[config.mk]
export PLATFORM = sky130hd
export DESIGN_NAME = vec3_result_collector
export DESIGN_NICKNAME = d
export VERILOG_FILES = /design/src/rtl/vec3_result_collector.sv
export SDC_FILE = /design/constraint.sdc
export NUM_CORES = 1
export LEC_CHECK = 0
export CAP_MARGIN = 15
export CORE_MARGIN = 2
export CORE_UTILIZATION = 26
export CTS_BUF_LIST = sky130_fd_sc_hd__clkbuf_8
export DETAILED_ROUTE_END_ITERATION = 16
export PLACE_DENSITY_LB_ADDON = 0.05
export SLEW_MARGIN = 20
export SYNTH_ARGS = -nofsm -noshare
export SYNTH_HDL_FRONTEND = slang
export SYNTH_SLANG_ARGS = --single-unit
export TNS_END_PERCENT = 30
[constraint.sdc]
create_clock -name clk -period 10.2 [get_ports clk]
set_input_delay 1.02 -clock clk [delete_from_list [all_inputs] [get_ports clk]]
set_output_delay 1.02 -clock clk [all_outputs]
set_load 0.05 [all_outputs]
[src/rtl/vec3_result_collector.sv]
// Re-aligns three independently timed float_add_sub lane results into whole vec3_f16 vectors.
// Optional m_nan output is built only when VEC3_COLLECT_NAN_FLAG_EN is defined.
module vec3_result_collector #(
  parameter int DEPTH = 8,
  parameter int WIDTH = 16
) (
  input  logic               clk,
  input  logic               rst,
  input  logic               issue,
  output logic               issue_ok,
  input  logic [2:0]         lane_tvalid,
  input  logic [3*WIDTH-1:0] lane_tdata,
  output logic               m_valid,
  input  logic               m_ready,
  output logic [3*WIDTH-1:0] m_data,
`ifdef VEC3_COLLECT_NAN_FLAG_EN
  output logic               m_nan,
`endif
  output logic               overflow
);

  localparam int AW = $clog2(DEPTH);
  localparam int PW = AW + 1;
  localparam int CW = $clog2(DEPTH + 1);
  localparam logic [CW-1:0] DEPTH_C = CW'(DEPTH);

  logic [2:0]    lane_empty;
  logic [2:0]    lane_drop;
  logic          pop;
  logic          issue_acc;
  logic          issue_bad;
  logic [CW-1:0] outstanding;

  assign m_valid   = ~|lane_empty;
  assign pop       = m_valid & m_ready;
  assign issue_ok  = (outstanding < DEPTH_C);
  assign issue_acc = issue & issue_ok;
  assign issue_bad = issue & ~issue_ok;

  for (genvar i = 0; i < 3; i++) begin : g_lane
    logic [PW-1:0]    wr_ptr;
    logic [PW-1:0]    rd_ptr;
    logic [WIDTH-1:0] mem [DEPTH];
    logic             full;
    logic             push;

    assign full          = (wr_ptr[AW] != rd_ptr[AW]) && (wr_ptr[AW-1:0] == rd_ptr[AW-1:0]);
    assign lane_empty[i] = (wr_ptr == rd_ptr);
    // A full lane may still take a result when the head leaves in the same cycle.
    assign push          = lane_tvalid[i] & (~full | pop);
    assign lane_drop[i]  = lane_tvalid[i] & full & ~pop;

    always_ff @(posedge clk or posedge rst) begin
      if (rst) begin
        wr_ptr <= '0;
        rd_ptr <= '0;
      end else begin
        if (push) wr_ptr <= wr_ptr + PW'(1);
        if (pop)  rd_ptr <= rd_ptr + PW'(1);
      end
    end

    always_ff @(posedge clk) begin
      if (push) mem[wr_ptr[AW-1:0]] <= lane_tdata[i*WIDTH +: WIDTH];
    end

    assign m_data[i*WIDTH +: WIDTH] = mem[rd_ptr[AW-1:0]];
  end

  // Pops of results that were never issued (e.g. stale IP output after reset) must not wrap the count.
  always_ff @(posedge clk or posedge rst) begin
    if (rst) begin
      outstanding <= '0;
    end else if (issue_acc && !pop) begin
      outstanding <= outstanding + CW'(1);
    end else if (pop && !issue_acc && outstanding != '0) begin
      outstanding <= outstanding - CW'(1);
    end
  end

  always_ff @(posedge clk or posedge rst) begin
    if (rst) begin
      overflow <= 1'b0;
    end else if ((|lane_drop) || issue_bad) begin
      overflow <= 1'b1;
    end
  end

`ifdef VEC3_COLLECT_NAN_FLAG_EN
  logic [2:0] lane_nan;

  for (genvar j = 0; j < 3; j++) begin : g_nan
    logic [WIDTH-1:0] head;
    assign head        = m_data[j*WIDTH +: WIDTH];
    assign lane_nan[j] = (&head[14:10]) & (|head[9:0]);
  end

  assign m_nan = m_valid & (|lane_nan);
`endif

endmodule

== Word level (Yosys, flattened, before mapping) ==
Memory sizes are Yosys's and may differ from the RTL's.
Index checks and enable logic that the tools add are counted.
Storage, ports and cells
  flip-flop bits (word level): 29
  memory bits (writable): 384
  output and inout port bits: 51
  memories kept: 3
Memory list
  g_lane[0].mem: words 8, bits a word 16, read ports 1, clocked after Yosys merged registers in 0, write ports 1, RTL line 43  | logic [WIDTH-1:0] mem [DEPTH];
  g_lane[1].mem: words 8, bits a word 16, read ports 1, clocked after Yosys merged registers in 0, write ports 1, RTL line 43
  g_lane[2].mem: words 8, bits a word 16, read ports 1, clocked after Yosys merged registers in 0, write ports 1, RTL line 43
Cells by class
  add/subtract/negate cells: 8
  $lt $le $gt $ge: 1
  equal/unequal tests: 9
  muxes and demuxes: 8
  bitwise logic cells: 20
  reductions and logical operators: 14
Operators with widths (number)
  4-bit by 1-bit adder with 4-bit output, second input constant: 7
  1-bit AND: 12
  4-bit == test: 3
  3-bit == test: 3
  4-bit 2-to-1 mux: 2
  1-bit logical AND: 6
  1-bit 2-to-1 mux: 6
  3-bit OR reduction: 2
  1-bit inverter: 5
  4-bit less-than comparator, second input constant: 1
  4-bit nonzero test: 1
  4-bit by 1-bit subtractor with 4-bit output, second input constant: 1
  1-bit logical NOT: 3
  1-bit inequality test: 3
  1-bit OR: 3
  2-bit nonzero test: 1
  1-bit logical OR: 1

== Logic depth before layout (Yosys ltp) ==
Gate-level depths: netlist of the first run.
  depth after elaboration: 8
  depth in mapped cells: 12

== Worst setup path after synthesis of the first run ==
No wires, ideal clock.
  path kind: in2reg
  start point: input m_ready
  end point: memory g_lane[2].mem[4][0] (enable)
  library setup time: 0.436 ns
  arrival time: 3.241 ns
  required time: 9.764 ns
  path slack: 6.523 ns
  stages on the path: 4
  buffers on the path: 0
  path through: inv_1 -> a41oi_4 -> a211oi_4 -> nor4b_1
On the way
  longest elaborated chain between the ends: 5
Ends and longest elaborated chain
  start: declaration: RTL line 14  | input logic m_ready,
  1-bit AND: RTL line 35  | assign pop = m_valid & m_ready;
  1-bit OR: RTL line 50  | assign push = lane_tvalid[i] & (~full | pop);
  1-bit AND: RTL line 50
  1-bit 2-to-1 mux: RTL line 64  | if (push) mem[wr_ptr[AW-1:0]] <= lane_tdata[i*WIDTH +: WIDTH];
  1-bit 2-to-1 mux (implied by the code): RTL line 64
  end: declaration: RTL line 43
No other way between the ends.

== Worst setup path after layout of the first run ==
  start point: register g_lane[1].rd_ptr[0]
  end point: output m_data[28]
On the way
  longest elaborated chain between the ends: 1
Ends and longest elaborated chain
  start: declaration: RTL line 42  | logic [PW-1:0] rd_ptr;
  start signal: assignment: RTL line 59  | if (pop) rd_ptr <= rd_ptr + PW'(1);
  memory 8 x 16 bit
  end: declaration: RTL line 15  | output logic [3*WIDTH-1:0] m_data,
No other way between the ends.

==> impl_metrics.toml, run 1 <==
[cts]
cts_tree = "built"
cts.clk_slew.worst_paths_ps = 60
postCtsHoldBufs = 0
cts_root_buf = "clkbuf_8"
clk_latency_ps = 630
post_cts_buffers = 0
clock_sink_count = 413
cts_resized = 0
clockBufferDepth = 3
cts-buffers-inserted = 77
htree_levels = 3

[floorplan]
dieArea_sq_um = 64400
initial_core_util_pct = 26.3
dieWidth_um = 254
fp.dieH_um = 254
rows = 91
core_sq_um = 61700
ios = 106

[placement]
portBuffers = 105
placed_area_sq_um = 18500
gp_congestion = 0.674
dp_hpwl_um = 21700

[detailed_routing]
viasPerCell = 4.28
drt_wl_total_um = 38000
maxUsedRoutingLayer = "met5"
drt_iter0_drc = 363
first_pass_iters = 4
vias = 7773
ant_nets = 0
wl_per_cell_um = 20.9
met1Wirelength_um = 16000
drc = 0
wl_met3_um = 1650
wl_met2_um = 19300

[power_and_ir_drop]
leakagePower_nw = 6.49
pwr-share-clk_pct = 24.9
max-vdd-ir-drop_v = 0.000172
seq_power_share_pct = 35.6
power_switching_w = 0.00237
p_sw_share_pct = 36.5
p_comb_share_pct = 39.5
p_int_w = 0.00413
p_per_area_nw_per_um2 = 324

[synth]
syn_inst = 736
yosysMostFrequentCell = "edfxtp_1"
yosys.area.top_type = "edfxtp_1"
synth_top_family_by_area = "multiplexers"
synth_simple_gate_area_share_pct = 2.22
synth_area_leaders = "edfxtp_1, mux4_2, dfrtp_1, mux2_2, xnor2_1"
synthArstFlopShare_pct = 7.02
ys_seq_area_share_pct = 75.5
ys_seq_elements = 413
synth_fp_nets = 800
synth_warnings = 0
synth_xor_xnor_area_share_pct = 1.97
synth_ff_type = "edfxtp_1"
synth_fa_ha_area_share_pct = 0.740
syn_area_sq_um = 16200
synth-compound-area-share_pct = 0.917
muxShareOfSynthArea_pct = 17.3
synth_top_cell_area_share_pct = 71.0
synth_edf_count = 384
ys_types = 42
synth_commonest_cells = "edfxtp_1, mux4_2, mux2_2, dfrtp_1, xnor2_1"
avgSynthCellArea_sq_um = 22.1

[setup_path]
crit_arrival_ps = 3330
worst_setup_path_end_kind = "primary output"
worstSetupPathType = "register to primary output"
required_ps = 9180
critPathMaxFanout = 25
crit_path_start_kind = "register"

[cells_and_area]
areaGrowthSynthToFinish_pct = 23.5
antenna_cells = 0
fill_cells = 5903
final_nets = 981
drive_above_1_share_pct = 32.6
post-route-cell-area_sq_um = 20000

[sta]
period_needed_ps = 4350
tns_ps = 0
drv_slew = 0
clock-skew-final_ps = 33.4
finalCritPeriodShare_pct = 42.6
slew_headroom_pct = 48.3
max_freq_mhz = 230
rsz0062_at_grt = "no"
finalSetupViolCount = 0
finalHoldViolCount = 0
max_slew.worst_pin.slew_ps = 775

[grt]
track_usage_pct = 12.2
first_global_vias = 8815
grt_pass1_wl_um = 56400
antenna_found_initial = 2
grt_max_degree = 37
globalRoute.totalOverflow = 0

[min_path]
min_path_type = "register to register"

[flow_run]
maxCapViolations = 0

[outcome]
status = "complete, no violations"
cell type report:
class,instances,area [sq um],area share (%)
clock buffers,78,1070,5.36
clock inverters,65,499,2.49
inverters,6,22.5,0.112
multi-input cells,280,3840,19.1
flip-flops and latches,413,12300,61.2
well taps,837,1050,5.22
repair buffers,139,1310,6.52
power groups by stage:
stage | registers (W) | clock network [W] | logic (W)
after floorplan | 0.00227 | 0 | 0.00190
after global placement | 0.00234 | 0 | 0.00261
final | 0.00231 | 0.00162 | 0.00257
after CTS | 0.00232 | 0.00169 | 0.00265
after detailed placement | 0.00235 | 0 | 0.00264
after global routing | 0.00234 | 0.00177 | 0.00275
kinds of logic (layout without fill, tap and decap cells):
logic type,after synthesis,count (layout)
compound gates,17,17
xor+xnor,33,33
fa+ha+maj,9,9
buf+inv,43,288
flops,413,413
mux,153,153
simple gates,68,68
cells in the final DEF (no fill, tap or decap), types with 3 or more instances in the layout:
cell / n
mux2_2: 53
clkbuf_8: 78
edfxtp_1: 384
xor2_1: 8
mux4_2: 96
buf_4: 34
o211ai_1: 3
nand3_1: 6
clkinvlp_4: 5
xnor2_2: 4
nand2b_1: 7
ha_1: 8
clkinv_1: 17
clkinv_2: 17
xnor2_1: 21
dfrtp_2: 3
nand2_1: 11
dfrtp_1: 26
nor2_1: 15
nand4_1: 5
bufinv_16: 8
nor3_2: 7
o21ai_0: 3
inv_1: 23
clkdlybuf4s50_1: 105
registers in the layout (all words and copies together) (netlist names):
name and count:
g_lane.rd_ptr 12, overflow 1, outstanding 4, g_lane.mem 384
g_lane.wr_ptr 12
metrics by stage:
stage / cells / util, % / hold slack (ps) / total power [W] / setup WS (ps)
after floorplan: 736 / - / 462 / 0.00417 / 6520
after global placement: 1675 / 29.9 / 458 / 0.00495 / 6350
after detailed placement: 1675 / 29.9 / 461 / 0.00499 / 6200
after CTS: 1818 / 32.5 / 469 / 0.00666 / 5690
after global routing: 1818 / 32.5 / 513 / 0.00686 / 5590
final: 1818 / 32.5 / 469 / 0.00650 / 5850
metal layers:
metal / vias to the layer above / global-route usage (%)
met4: 4 / 4.64
met3: 83 / 3.45
li1: 3411 / -
met5: - / 0
met2: 165 / 21.0
met1: 4110 / 14.5
worst max-delay path: stages, from the launching register on:
cell and delay, ps:
dfrtp_2 590, buf_4 520, mux4_2 570, mux2_2 300
clkdlybuf4s50_1 710
worst paths after layout:
| kind | startpoint | to | slack (ps) | depth (start not counted) |
|---|---|---|---|---|
| max | g_lane[1].rd_ptr[0]$_DFFE_PP0N_ | m_data[28] | 5850 | 4 |
| min | g_lane[0].rd_ptr[0]$_DFFE_PP0N_ | g_lane[0].rd_ptr[0]$_DFFE_PP0N_ | 470 | 1 |
| max reg2reg | g_lane[0].rd_ptr[0]$_DFFE_PP0N_ | outstanding[3]$_DFFE_PP0P_ | 6700 | 11 |
| min reg2reg | g_lane[0].rd_ptr[0]$_DFFE_PP0N_ | g_lane[0].rd_ptr[0]$_DFFE_PP0N_ | 470 | 1 |
| max in group asynchronous | rst | g_lane[1].rd_ptr[0]$_DFFE_PP0N_ | 9050 | 3 |
| min in group asynchronous | rst | g_lane[0].rd_ptr[3]$_DFFE_PP0N_ | 780 | 3 |
No activity file was read; power rests on OpenSTA's default activity.
==> inputs of run 2 (changes only) <==
Clock period 10.2 ns to 4 ns, I/O delays scaled along.
==> impl_metrics.toml, run 2 (synthesis results as in run 1) <==
[outcome]
status = "complete, no violations"

[power_and_ir_drop]
seq_power_share_pct = 36.7
p_per_area_nw_per_um2 = 809
pwr-share-clk_pct = 22.1
p_sw_share_pct = 37.3
p_comb_share_pct = 41.2
leakagePower_nw = 6.44
p_int_w = 0.0101
power_switching_w = 0.00602
max-vdd-ir-drop_v = 0.000571

[grt]
track_usage_pct = 12.4
grt_max_degree = 37
antenna_found_initial = 4
globalRoute.totalOverflow = 0
grt_pass1_wl_um = 57000
first_global_vias = 8824

[cells_and_area]
fin_cells = 1814
final_nets = 982
post-route-cell-area_sq_um = 19900
final_common_cell = "edfxtp_1"
areaGrowthSynthToFinish_pct = 22.9
fill_cells = 5989
final_cell_mix = "edfxtp_1, clkdlybuf4s50_1, mux4_2"
largest_reg_flops = 384
drive_above_1_share_pct = 32.0

[setup_path]
critPathMaxFanout = 24
reg2reg_slack_ps = 1220
worst_setup_path_end_kind = "primary output"
crit_path_start_kind = "register"
required_ps = 3600
worstRegToRegCells = 10
reg2reg_from = "g_lane[0].rd_ptr[1]$_DFFE_PP0N_"
r2r_end = "outstanding[3]$_DFFE_PP0P_"
crit_arrival_ps = 3120
worstSetupPathType = "register to primary output"

[cts]
cts_tree = "built"
postCtsHoldBufs = 0
clock_sink_count = 413
htree_levels = 3
cts.clk_slew.worst_paths_ps = 60
post_cts_buffers = 0
clockBufferDepth = 3
clk_latency_ps = 630
cts-buffers-inserted = 73
cts_root_buf = "clkbuf_8"
cts_resized = 0

[sta]
drv_slew = 0
fin_ws_ps = 478
tns_ps = 0
rsz0062_at_grt = "no"
max_freq_mhz = 284
max_slew.worst_pin.slew_ps = 717
slew_headroom_pct = 52.1
finalSetupViolCount = 0
finalHoldViolCount = 0
period_needed_ps = 3520
clock-skew-final_ps = 27.8
finalCritPeriodShare_pct = 88.0

[detailed_routing]
vias = 7793
wl_per_cell_um = 21.3
viasPerCell = 4.30
drt_wl_total_um = 38700
drc = 0
ant_nets = 0
drt_iter0_drc = 385
first_pass_iters = 4

[floorplan]
dieArea_sq_um = 64400
core_sq_um = 61700
dieWidth_um = 254
fp.dieH_um = 254
rows = 91
ios = 106
initial_core_util_pct = 26.3

[placement]
dp_hpwl_um = 22600
gp_congestion = 0.683
pre_cts_slack_ps = 1050
dpl.cell_count = 1680
portBuffers = 105
placed_area_sq_um = 18600

[min_path]
min_path_type = "input pin to asynchronous set/reset pin"

[flow_run]
maxCapViolations = 0
## run 2: changes by cell type in the layout (fill, tap and decap cells not counted)
cell and change:
clkinv_1 -4, inv_1 +6, inv_6 +2, buf_4 -4, nor3_2 -1, buf_8 +3, clkinv_2 -6, buf_6 +1
bufinv_16 -7, diode_2 +2, nor3_4 +1, buf_12 +5, clkbuf_8 -2
## run 2: how the worst max path moves through the flow
stage	start	end	slack, ps	depth (start not counted)
final	g_lane[1].rd_ptr[0]$_DFFE_PP0N_	m_data[22]	480	4
after global routing	g_lane[1].rd_ptr[0]$_DFFE_PP0N_	m_data[22]	240	4
after CTS	g_lane[1].rd_ptr[0]$_DFFE_PP0N_	m_data[22]	330	4
after detailed placement	g_lane[1].rd_ptr[0]$_DFFE_PP0N_	m_data[22]	1050	4
after global placement	m_ready	g_lane[2].mem[3][3]$_DFFE_PP_	920	5
after floorplan	g_lane[1].rd_ptr[2]$_DFFE_PP0N_	g_lane[2].mem[4][0]$_DFFE_PP_	680	5
## run 2: per-stage QoR
stage	total power, W	util [%]	hold slack [ps]
CTS	0.0166	32.3	126
finish	0.0161	32.3	175
detailed placement	0.0129	30.1	482
floorplan	0.0106	-	462
global placement	0.0128	30.1	480
global route	0.0171	32.3	169
## run 2: routing by layer
| metal | GRT usage (%) | part of all wire (%) | routed length [um] |
|---|---|---|---|
| met1 | 14.4 | 40 | 15600 |
| met2 | 21.5 | 51 | 19900 |
| met3 | 3.75 | 5.6 | 2170 |
| met4 | 4.55 | 2.6 | 1020 |
| met5 | 0 | 0.088 | 34 |
## run 2: critical path, cell delays in order (launching register included)
cell and delay, ps:
dfrtp_2 660, buf_12 300, mux4_2 530, mux2_2 300
clkdlybuf4s50_1 700
## run 2: layout make-up
cell class / count / area (sq um) / area share, %
Antenna cell: 2 / 5.00 / 0.0251
Timing Repair Buffer: 144 / 1430 / 7.18
Multi-Input combinational cell: 280 / 3840 / 19.3
Sequential cell: 413 / 12300 / 61.5
Tap cell: 837 / 1050 / 5.25
Clock buffer: 76 / 1050 / 5.25
Inverter: 6 / 22.5 / 0.113
Clock inverter: 56 / 284 / 1.42
## run 2: power by group through the flow
stage          clock, W  sequential, W  combinational (W)
4_1_cts         0.00375        0.00594            0.00686
5_1_grt         0.00393        0.00601            0.00712
3_3_place_gp          0        0.00599            0.00677
3_5_place_dp          0        0.00603            0.00683
6_report        0.00357        0.00592            0.00665
2_1_floorplan         0        0.00578            0.00484
==> inputs of run 3 (changes only) <==
Settings changed: CORE_UTILIZATION 26 to 40.
==> impl_metrics.toml, run 3 (synthesis results as in run 1) <==
[outcome]
status = "complete, no violations"

[cells_and_area]
multi_input_area_sq_um = 3840
final_nets = 987
final_common_cell = "edfxtp_1"
seqCellArea_sq_um = 12300
drive_above_1_share_pct = 32.1
final_cell_mix = "edfxtp_1, clkdlybuf4s50_1, mux4_2"
fill_cells = 3236
antenna_cells = 0
largest_reg_flops = 384
post-route-cell-area_sq_um = 19600
areaGrowthSynthToFinish_pct = 20.8

[floorplan]
rows = 73
initial_core_util_pct = 40.7
dieArea_sq_um = 42200
fp.dieH_um = 205
core_sq_um = 39900
ios = 106
dieWidth_um = 205

[setup_path]
endpoint = "m_data[43]"
crit_start = "g_lane[2].rd_ptr[0]$_DFFE_PP0N_"
worst_setup_path_end_kind = "primary output"
worstRegToRegCells = 6
reg2reg_from = "g_lane[0].rd_ptr[0]$_DFFE_PP0N_"
required_ps = 3600
worstSetupPathType = "register to primary output"
critPathMaxFanout = 17
crit_path_start_kind = "register"
reg2reg_slack_ps = 1110
r2r_end = "g_lane[2].mem[7][1]$_DFFE_PP_"
crit_arrival_ps = 3260

[power_and_ir_drop]
p_comb_share_pct = 40.6
leakagePower_nw = 6.47
pwr-share-clk_pct = 22.8
max-vdd-ir-drop_v = 0.000447
p_sw_share_pct = 36.2
p_per_area_nw_per_um2 = 824
power_switching_w = 0.00585
p_int_w = 0.0103
power.total_w = 0.0162
seq_power_share_pct = 36.6

[sta]
max_freq_mhz = 273
max_slew.worst_pin.slew_ps = 1000
finalCritPeriodShare_pct = 91.5
tns_ps = 0
rsz0062_at_grt = "no"
finalHoldViolCount = 0
finalSetupViolCount = 0
slew_headroom_pct = 32.8
fin_ws_ps = 341
clock-skew-final_ps = 23.3
holdWs_ps = 198
drv_slew = 0
period_needed_ps = 3660

[detailed_routing]
first_pass_iters = 7
viasPerCell = 5.11
wl_per_cell_um = 22.8
drt_iter0_drc = 415
vias = 7669
drc = 0
drt_wl_total_um = 34300
ant_nets = 0

[cts]
cts_resized = 0
clock_sink_count = 413
htree_levels = 3
cts.clk_slew.worst_paths_ps = 60
cts-buffers-inserted = 71
clockBufferDepth = 3
postCtsHoldBufs = 0
clk_latency_ps = 600
cts_tree = "built"
cts_root_buf = "clkbuf_8"
post_cts_buffers = 0

[grt]
grt_pass1_wl_um = 51900
track_usage_pct = 16.9
globalRoute.totalOverflow = 0
grt_max_degree = 37
antenna_found_initial = 1
first_global_vias = 8440

[min_path]
min_path_type = "input pin to asynchronous set/reset pin"

[placement]
dp_hpwl_um = 20500
pre_cts_slack_ps = 889
gp_congestion = 0.736
portBuffers = 105
placed_area_sq_um = 18200

[flow_run]
maxCapViolations = 0
run 3: cell count changes in the layout (fill, tap and decap cells not counted), sizes merged:
cell | before | now
buf | 39 | 46
bufinv | 1 | 5
clkbuf | 76 | 74
clkinv | 24 | 21
clkinvlp | 5 | 4
diode | 2 | 0
inv | 32 | 28
run 3: worst min-delay path by stage:
stage                                         start  slack, ps                              end  depth (start not counted)
floorplan           g_lane[0].wr_ptr[3]$_DFFE_PP0P_        460  g_lane[0].wr_ptr[3]$_DFFE_PP0P_                          1
global placement               overflow$_DFFE_PP0P_        470             overflow$_DFFE_PP0P_                          2
detailed placement  g_lane[0].wr_ptr[3]$_DFFE_PP0P_        480  g_lane[0].wr_ptr[3]$_DFFE_PP0P_                          1
CTS                                             rst        160  g_lane[0].wr_ptr[1]$_DFFE_PP0P_                          3
global route                                    rst        200  g_lane[0].wr_ptr[1]$_DFFE_PP0P_                          3
finish                                          rst        200  g_lane[0].wr_ptr[1]$_DFFE_PP0P_                          3
run 3: critical path, cell delays in order, from the launching register on:
cell and delay, ps:
dfrtp_2 710, buf_4 400, mux4_2 550, mux2_2 290
clkdlybuf4s50_1 700
run 3: routing by layer:
layer	vias up	global-route usage (%)	wire length, um
li1	3421	-	-
met1	4022	22.3	14900
met2	177	27.9	17100
met3	47	3.94	1720
met4	2	5.50	542
met5	-	0	15
run 3: power groups by stage:
stage	Combinational, W	Clock, W	Sequential (W)
2_1_floorplan	0.00484	0	0.00578
3_3_place_gp	0.00658	0	0.00597
3_5_place_dp	0.00667	0	0.00601
4_1_cts	0.00670	0.00381	0.00593
5_1_grt	0.00700	0.00403	0.00599
6_report	0.00656	0.00368	0.00591
run 3: metrics by stage:
step,instances,utilization (%)
after floorplan,736,-
after global placement,1373,45.6
after detailed placement,1375,45.7
after CTS,1501,49.1
after global routing,1501,49.1
final,1501,49.1
run 3: layout make-up:
class,count,share of cell area [%]
clock inverters,52,1.79
clock buffers,74,5.20
flip-flops and latches,413,62.6
multi-input cells,280,19.6
repair buffers,151,7.39
inverters,6,0.115
well taps,525,3.35
